[config.mk]
export PLATFORM = sky130hd
export DESIGN_NAME = instr_fetch
export DESIGN_NICKNAME = d
export VERILOG_FILES = /design/src/rtl/instr_fetch.sv
export SDC_FILE = /design/constraint.sdc
export NUM_CORES = 1
export LEC_CHECK = 0
export ABC_AREA = 1
export CORE_ASPECT_RATIO = 1.2
export CORE_MARGIN = 2
export CORE_UTILIZATION = 55
export CTS_BUF_LIST = sky130_fd_sc_hd__clkbuf_16
export DETAILED_ROUTE_END_ITERATION = 10
export DONT_BUFFER_PORTS = 1
export PLACE_DENSITY = 0.8
export SETUP_SLACK_MARGIN = 0.02
export SLEW_MARGIN = 40
export SYNTH_ARGS = -nofsm -noshare
export SYNTH_HDL_FRONTEND = slang
export SYNTH_SLANG_ARGS = --single-unit
[constraint.sdc]
create_clock -name clk_i -period 1.2 [get_ports clk_i]
set_clock_uncertainty 0.15 [all_clocks]
set_input_delay 0.24 -clock clk_i [delete_from_list [all_inputs] [get_ports clk_i]]
set_output_delay 0.24 -clock clk_i [all_outputs]
set_load 0.02 [all_outputs]
[src/rtl/instr_fetch.sv]
`default_nettype none
// ============================================================================
// Module   : instr_fetch
// Purpose  : Fetch stage of the 8-bit core. Holds the PC and requests one
//            16-bit instruction word per fetch from program memory. The word
//            is latched into an instruction register (IR), and its fields are
//            decoded for the decode stage. The 6-bit immediate (imm_raw_o) and
//            is_6bits_o feed the downstream sign extender.
// Revision : 1.0 - initial release
// ----------------------------------------------------------------------------
// Ports
//   clk_i          in   1        single clock, rising edge
//   reset_i        in   1        synchronous, active-high reset
//   mem_addr_o     out  PC_W     program memory address (current PC)
//   mem_req_o      out  1        fetch request, held until mem_ready_i
//   mem_ready_i    in   1        mem_rdata_i valid this cycle
//   mem_rdata_i    in   INSTR_W  fetched instruction word
//   redirect_i     in   1        taken branch/jump, highest priority event
//   redirect_pc_i  in   PC_W     new fetch address
//   instr_valid_o  out  1        instruction fields are valid
//   instr_ready_i  in   1        decode accepts the instruction this cycle
//   instr_pc_o     out  PC_W     address of the presented instruction
//   opcode_o       out  4        IR[15:12]
//   rs_o, rt_o     out  2 each   IR[11:10], IR[9:8]
//   imm_raw_o      out  6        IR[5:0], not extended
//   is_6bits_o     out  1        opcode[3:2] == 2'b01
//   halted_o       out  1        halt flag
// Configuration
//   IF_HALT_DETECT_EN : when defined, an accepted opcode 4'hF parks the stage
//                       in HALT until reset or redirect. When undefined,
//                       halted_o is tied to 0.
// ============================================================================
module instr_fetch #(
  parameter int              PC_W     = 8,
  parameter int              INSTR_W  = 16,
  parameter logic [PC_W-1:0] RESET_PC = '0
) (
  input  logic               clk_i,
  input  logic               reset_i,
  output logic [PC_W-1:0]    mem_addr_o,
  output logic               mem_req_o,
  input  logic               mem_ready_i,
  input  logic [INSTR_W-1:0] mem_rdata_i,
  input  logic               redirect_i,
  input  logic [PC_W-1:0]    redirect_pc_i,
  output logic               instr_valid_o,
  input  logic               instr_ready_i,
  output logic [PC_W-1:0]    instr_pc_o,
  output logic [3:0]         opcode_o,
  output logic [1:0]         rs_o,
  output logic [1:0]         rt_o,
  output logic [5:0]         imm_raw_o,
  output logic               is_6bits_o,
  output logic               halted_o
);

  localparam logic [PC_W-1:0] PC_INC = {{(PC_W-1){1'b0}}, 1'b1};

  typedef enum logic [1:0] {
    ST_IDLE = 2'd0,
    ST_REQ  = 2'd1,
    ST_HOLD = 2'd2,
    ST_HALT = 2'd3
  } state_t;

  state_t             state_q, state_d;
  logic [PC_W-1:0]    pc_q, pc_d;
  logic [PC_W-1:0]    ipc_q, ipc_d;
  logic [INSTR_W-1:0] ir_q, ir_d;
  logic               ir_unused_bits;

  // --------------------------------------------------------------------------
  // State and datapath registers
  // --------------------------------------------------------------------------
  always_ff @(posedge clk_i) begin
    if (reset_i) begin
      state_q <= ST_IDLE;
      pc_q    <= RESET_PC;
      ipc_q   <= RESET_PC;
      ir_q    <= '0;
    end else begin
      state_q <= state_d;
      pc_q    <= pc_d;
      ipc_q   <= ipc_d;
      ir_q    <= ir_d;
    end
  end

  // --------------------------------------------------------------------------
  // Next-state logic. A redirect overrides everything else. A coincident
  // mem_ready_i or instr_ready_i is dropped, so the IR and instr_pc keep
  // their old contents.
  // --------------------------------------------------------------------------
  always_comb begin
    state_d = state_q;
    pc_d    = pc_q;
    ipc_d   = ipc_q;
    ir_d    = ir_q;

    if (redirect_i) begin
      pc_d    = redirect_pc_i;
      state_d = ST_REQ;
    end else begin
      case (state_q)
        ST_IDLE: state_d = ST_REQ;
        ST_REQ: begin
          if (mem_ready_i) begin
            ir_d    = mem_rdata_i;
            ipc_d   = pc_q;
            pc_d    = pc_q + PC_INC;   // wraps modulo 2^PC_W
            state_d = ST_HOLD;
          end
        end
        ST_HOLD: begin
          if (instr_ready_i) begin
`ifdef IF_HALT_DETECT_EN
            // The halt opcode is only acted on once decode has taken it.
            state_d = (ir_q[15:12] == 4'hF) ? ST_HALT : ST_REQ;
`else
            state_d = ST_REQ;
`endif
          end
        end
        ST_HALT: state_d = ST_HALT;
        default: state_d = ST_IDLE;
      endcase
    end
  end

  // --------------------------------------------------------------------------
  // Outputs
  // --------------------------------------------------------------------------
  assign mem_addr_o    = pc_q;
  assign mem_req_o     = (state_q == ST_REQ);
  assign instr_valid_o = (state_q == ST_HOLD);
  assign instr_pc_o    = ipc_q;

  assign opcode_o      = ir_q[15:12];
  assign rs_o          = ir_q[11:10];
  assign rt_o          = ir_q[9:8];
  assign imm_raw_o     = ir_q[5:0];
  assign is_6bits_o    = (ir_q[15:14] == 2'b01);

  // IR[7:6] carries no field for this stage.
  assign ir_unused_bits = ^ir_q[7:6];

`ifdef IF_HALT_DETECT_EN
  assign halted_o = (state_q == ST_HALT);
`else
  assign halted_o = 1'b0;
`endif

endmodule
`default_nettype wire

==> flow_metrics.tcl, run 1 <==
set metrics [dict create \
    initial_core_util_pct 57.0 \
    root_buffer "clkbuf_16" \
    overflow 16 \
    grtUsageTotal_pct 67.5 \
    synth.yosys.warnings 0 \
    gp_congestion 0.793 \
    io_pins 63 \
    std_cell_rows 20 \
    place_hpwl_um 2440 \
    postSynthCellCount 192 \
    synth_cell_types 22 \
    io_buffers 0 \
    synthesis.nets 222 \
    die_h_um 59.5 \
    status "aborted with a tool error" \
    cts.sinks 32 \
    error_line "[ERROR GRT-0232] Routing congestion too high. Check the congestion heatmap in the GUI." \
    ys_seq_elements 32 \
    syn_area_sq_um 1410 \
    worst-ep-kind "top-level output" \
    syn_area_per_cell_sq_um 7.36 \
    grt_max_degree 20 \
    cts_buffers 5 \
    lastStage "5_1_grt" \
    seq_area_frac_synth_pct 45.3 \
    fp.dieW_um 50.3 \
    ctsLongestPathBuffers 2 \
    htreeDepth 2 \
    crit_endpoint "instr_valid_o" \
]
==> Yosys cell counts <==
cell type	number	area [sq um]
buf_1	1	3.75
inv_2	1	3.75
nand3_1	11	55.1
nor2_1	42	158
o21ai_1	2	10.0
or2_2	1	6.26
buf_2	2	10.0
conb_1	1	3.75
nand3_4	2	35.0
inv_1	14	52.6
buf_8	1	15.0
buf_4	1	7.51
o211a_1	1	10.0
nand2_1	32	120
buf_6	3	33.8
clkbuf_1	1	3.75
a31oi_1	1	6.26
ha_1	1	12.5
a21oi_1	15	75.1
dfxtp_1	32	641
nor2_8	1	20.0
o21ai_0	26	130
==> cells by family after synthesis <==
| kind of cell | share of synthesized area, % |
|---|---|
| adder cells (fa/ha/maj) | 0.886 |
| AO/OA/AOI/OAI | 16.4 |
| flip-flops | 45.3 |
| AND/OR/NAND/NOR | 27.9 |
| other | 0.265 |
| buffers and inverters | 9.21 |
==> through the flow <==
step           setup WS [ps]  area (sq um)  hold WS (ps)  instances
3_3_place_gp           -40.5          1590           154        239
2_1_floorplan          -22.4          1440           150        192
3_5_place_dp            -131          1590           163        239
4_1_cts                 -207          2240          4.57        276
==> what timing repair did <==
item	4_1_cts
buffers inserted	8
hold buffers	18
cloned	3
setup endpoints to repair	37
endpoints found under the hold margin	21
pin swaps	27
gates resized for setup	77
==> layer usage <==
metal	global-route usage (%)	overflow
met4	82.9	9
met2	93.4	7
met3	35.9	0
met5	0	0
met1	65.2	0
==> inputs of run 2 (changes only) <==
- CORE_AREA: unset -> 2 2 63 65
- CORE_ASPECT_RATIO: 1.2 -> unset
- CORE_MARGIN: 2 -> unset
- CORE_UTILIZATION: 55 -> unset
- CTS_BUF_LIST: sky130_fd_sc_hd__clkbuf_16 -> unset
- DIE_AREA: unset -> 0 0 65 67
- PLACE_DENSITY: 0.8 -> unset
- PLACE_DENSITY_LB_ADDON: unset -> 0.15
- SETUP_SLACK_MARGIN: 0.02 -> unset
- clock period: 1.2 -> 1.55 ns (I/O delays scaled with it)
==> flow_metrics.tcl, run 2 <==
set metrics [dict create \
    status "complete, no violations" \
    synthesis.nets 222 \
    dpl_worst_slack_ps 143 \
    dpl_cell_area_sq_um 1500 \
    overflow 0 \
    fin_crit_sh_pct 95.6 \
    gp_congestion 0.817 \
    synthTopCellsByCount "42 x nor2_1, 32 x dfxtp_1, 32 x nand2_1" \
    pwr-share-seq_pct 53.6 \
    layout_common_cells "42 x nor2_1, 32 x nand2_1, 31 x dfxtp_1" \
    synthArstFlopShare_pct 0 \
    leakagePower_nw 0.714 \
    worstSetupEndpointType "output pin" \
    synthAdderAreaFrac_pct 0.886 \
    synth_most_common_cell "nor2_1" \
    seq_area_frac_synth_pct 45.3 \
    root_buffer "clkbuf_8" \
    postSynthCellCount 192 \
    std_cell_rows 22 \
    clk_latency_ps 280 \
    critPathRequiredTime_ps 1090 \
    cts.sinks 32 \
    intPower_mw 1.25 \
    grtUsageTotal_pct 17.8 \
    setup_viol 0 \
    setup_tns_ps 0 \
    criticalPathCategory "register to output pin" \
    synth.mux.area_fraction_pct 0 \
    synth_cell_types 22 \
    viasPerCell 5.25 \
    die_h_um 67 \
    vias 1328 \
    critical-path-max-stage-delay_ps 390 \
    design.die.area_sq_um 4360 \
    slowest_stage "dfxtp_1" \
    initial_core_util_pct 39.2 \
    p_sw_mw 0.501 \
    io_pins 63 \
    synth-simple-area-share_pct 27.9 \
    timing_hold_violations_final 0 \
    drt-pass1-iter-count 4 \
    drc_errors 0 \
    ctsLongestPathBuffers 2 \
    coreArea_sq_um 3610 \
    cap_violations 0 \
    num_antenna_cells 0 \
    timing.fmax_ghz 0.675 \
    crit_chain "nor2_1" \
    path_max_fanout 3 \
    p_sw_share_pct 28.6 \
    grt_pass1_vias 1299 \
    combPwrFrac_pct 12.4 \
    layout.nets 235 \
    vdd_drop_max_mv 0.543 \
    grt_pass1_wl_um 5680 \
    cts_buffers 5 \
    setup_ws_ps 68.2 \
    io_buffers 0 \
    htreeDepth 2 \
    power.total_mw 1.75 \
    layout_commonest_cell "nor2_1" \
    min_path_type "primary input to register" \
    crit_arrival_ps 1020 \
    grt_setup_unrepaired "false" \
    ys_seq_elements 32 \
    synthTopCellsByArea "dfxtp_1 45%, nor2_1 11%, o21ai_0 9.2%, nand2_1 8.5%, a21oi_1 5.3%" \
    drt_iter0_drc 107 \
    power.density_nw_per_um2 1100 \
    finalInstanceArea_sq_um 1600 \
    critical_path_buf_inv_count 0 \
    crit_path_start_kind "register" \
    area_growth_pct 13.0 \
    cp_top_family "flip-flops" \
    synth.yosys.warnings 0 \
    syn_area_sq_um 1410 \
    antenna_found_initial 0 \
    synth_top_area_share_pct 45.3 \
    fin_util_pct 44.3 \
    post-cts-setup-buffers 0 \
    yosysTopAreaCell "dfxtp_1" \
    wirelength_um 3710 \
    top_register "ir_q" \
    syn_area_per_cell_sq_um 7.36 \
    drive_above_1_share_pct 13.2 \
    period_minus_slack_ps 1480 \
    num-fill-cells 373 \
    cts_tree "yes" \
    synth-main-ff-cell "dfxtp_1" \
    pwr-share-clk_pct 33.9 \
    avgRoutedWirePerCell_um 14.6 \
    slew_viol_final 0 \
    path_clk_slew_ps 60 \
    synth_enable_flop_cells 0 \
    synth_top_family_by_area "simple AND/OR/NAND/NOR gates" \
    synth_compound_area_share_pct 16.4 \
    fp.dieW_um 65 \
    place_hpwl_um 2510 \
    grt_max_degree 31 \
    ant_nets 0 \
    synth-xor-area-share_pct 0 \
    largest_reg_flops 14 \
]
-- run 2: cell counts after synthesis --
No cell type changed its count.
-- run 2: timing repair --
action                                  in CTS  in global routing
hold buffers                                 1                  0
hold endpoints to repair                     6                  0
endpoints found under the setup margin       0                  5
resized for setup                            0                  2
-- run 2: layer usage --
layer  vias up  track usage [%]  routed length [um]  part of all wire [%]
li1        639                -                   -                     -
met2        63             28.9                1770                    48
met5         -                0                   0                     0
met4         0             13.0                 155                   4.2
met1       610             18.0                1420                    38
met3        16             7.94                 362                   9.8
-- run 2: cells by family after synthesis --
| logic type | after synthesis |
|---|---|
| simple gates | 89 |
| compound gates | 45 |
| other cells | 1 |
| buf+inv | 24 |
| fa+ha+maj | 1 |
| flops | 32 |
-- run 2: power by group through the flow --
stage                     clock network [mW]  registers [mW]  logic, mW
after floorplan                            0           0.974      0.138
after global placement                     0           0.957      0.200
after detailed placement                   0           0.958      0.208
after CTS                              0.605           0.941      0.213
after global routing                   0.648           0.947      0.245
final                                  0.596           0.941      0.218
-- run 2: area by class of cell --
cell class                 count  area [sq um]  area share [%]
clock inverter                 1          5.00           0.313
clock buffer                   6          72.6            4.55
sequential                    32           642            40.2
tap                           48          60.1            3.76
multi-input combinational    137           653            40.9
inverter                      15          56.3            3.53
timing repair buffer          14           108            6.74
-- run 2: final timing paths --
kind | depth (start not counted) | from | to | slack, ps
worst max-delay path | 1 | ir_q[15] | is_6bits_o | 70
worst min-delay path | 2 | mem_rdata_i[13] | ir_q[13] | 20
worst max register to register | 5 | state_q[1] | instr_pc_o[0] | 120
worst min register to register | 2 | ir_q[14] | ir_q[14] | 320
-- run 2: through the flow --
step	hold slack [ps]	std cells
after floorplan	229	192
after global placement	230	244
after detailed placement	233	244
after CTS	10.1	252
after global routing	12.1	253
final	18.6	253
Power figures use the tool's default switching activity.
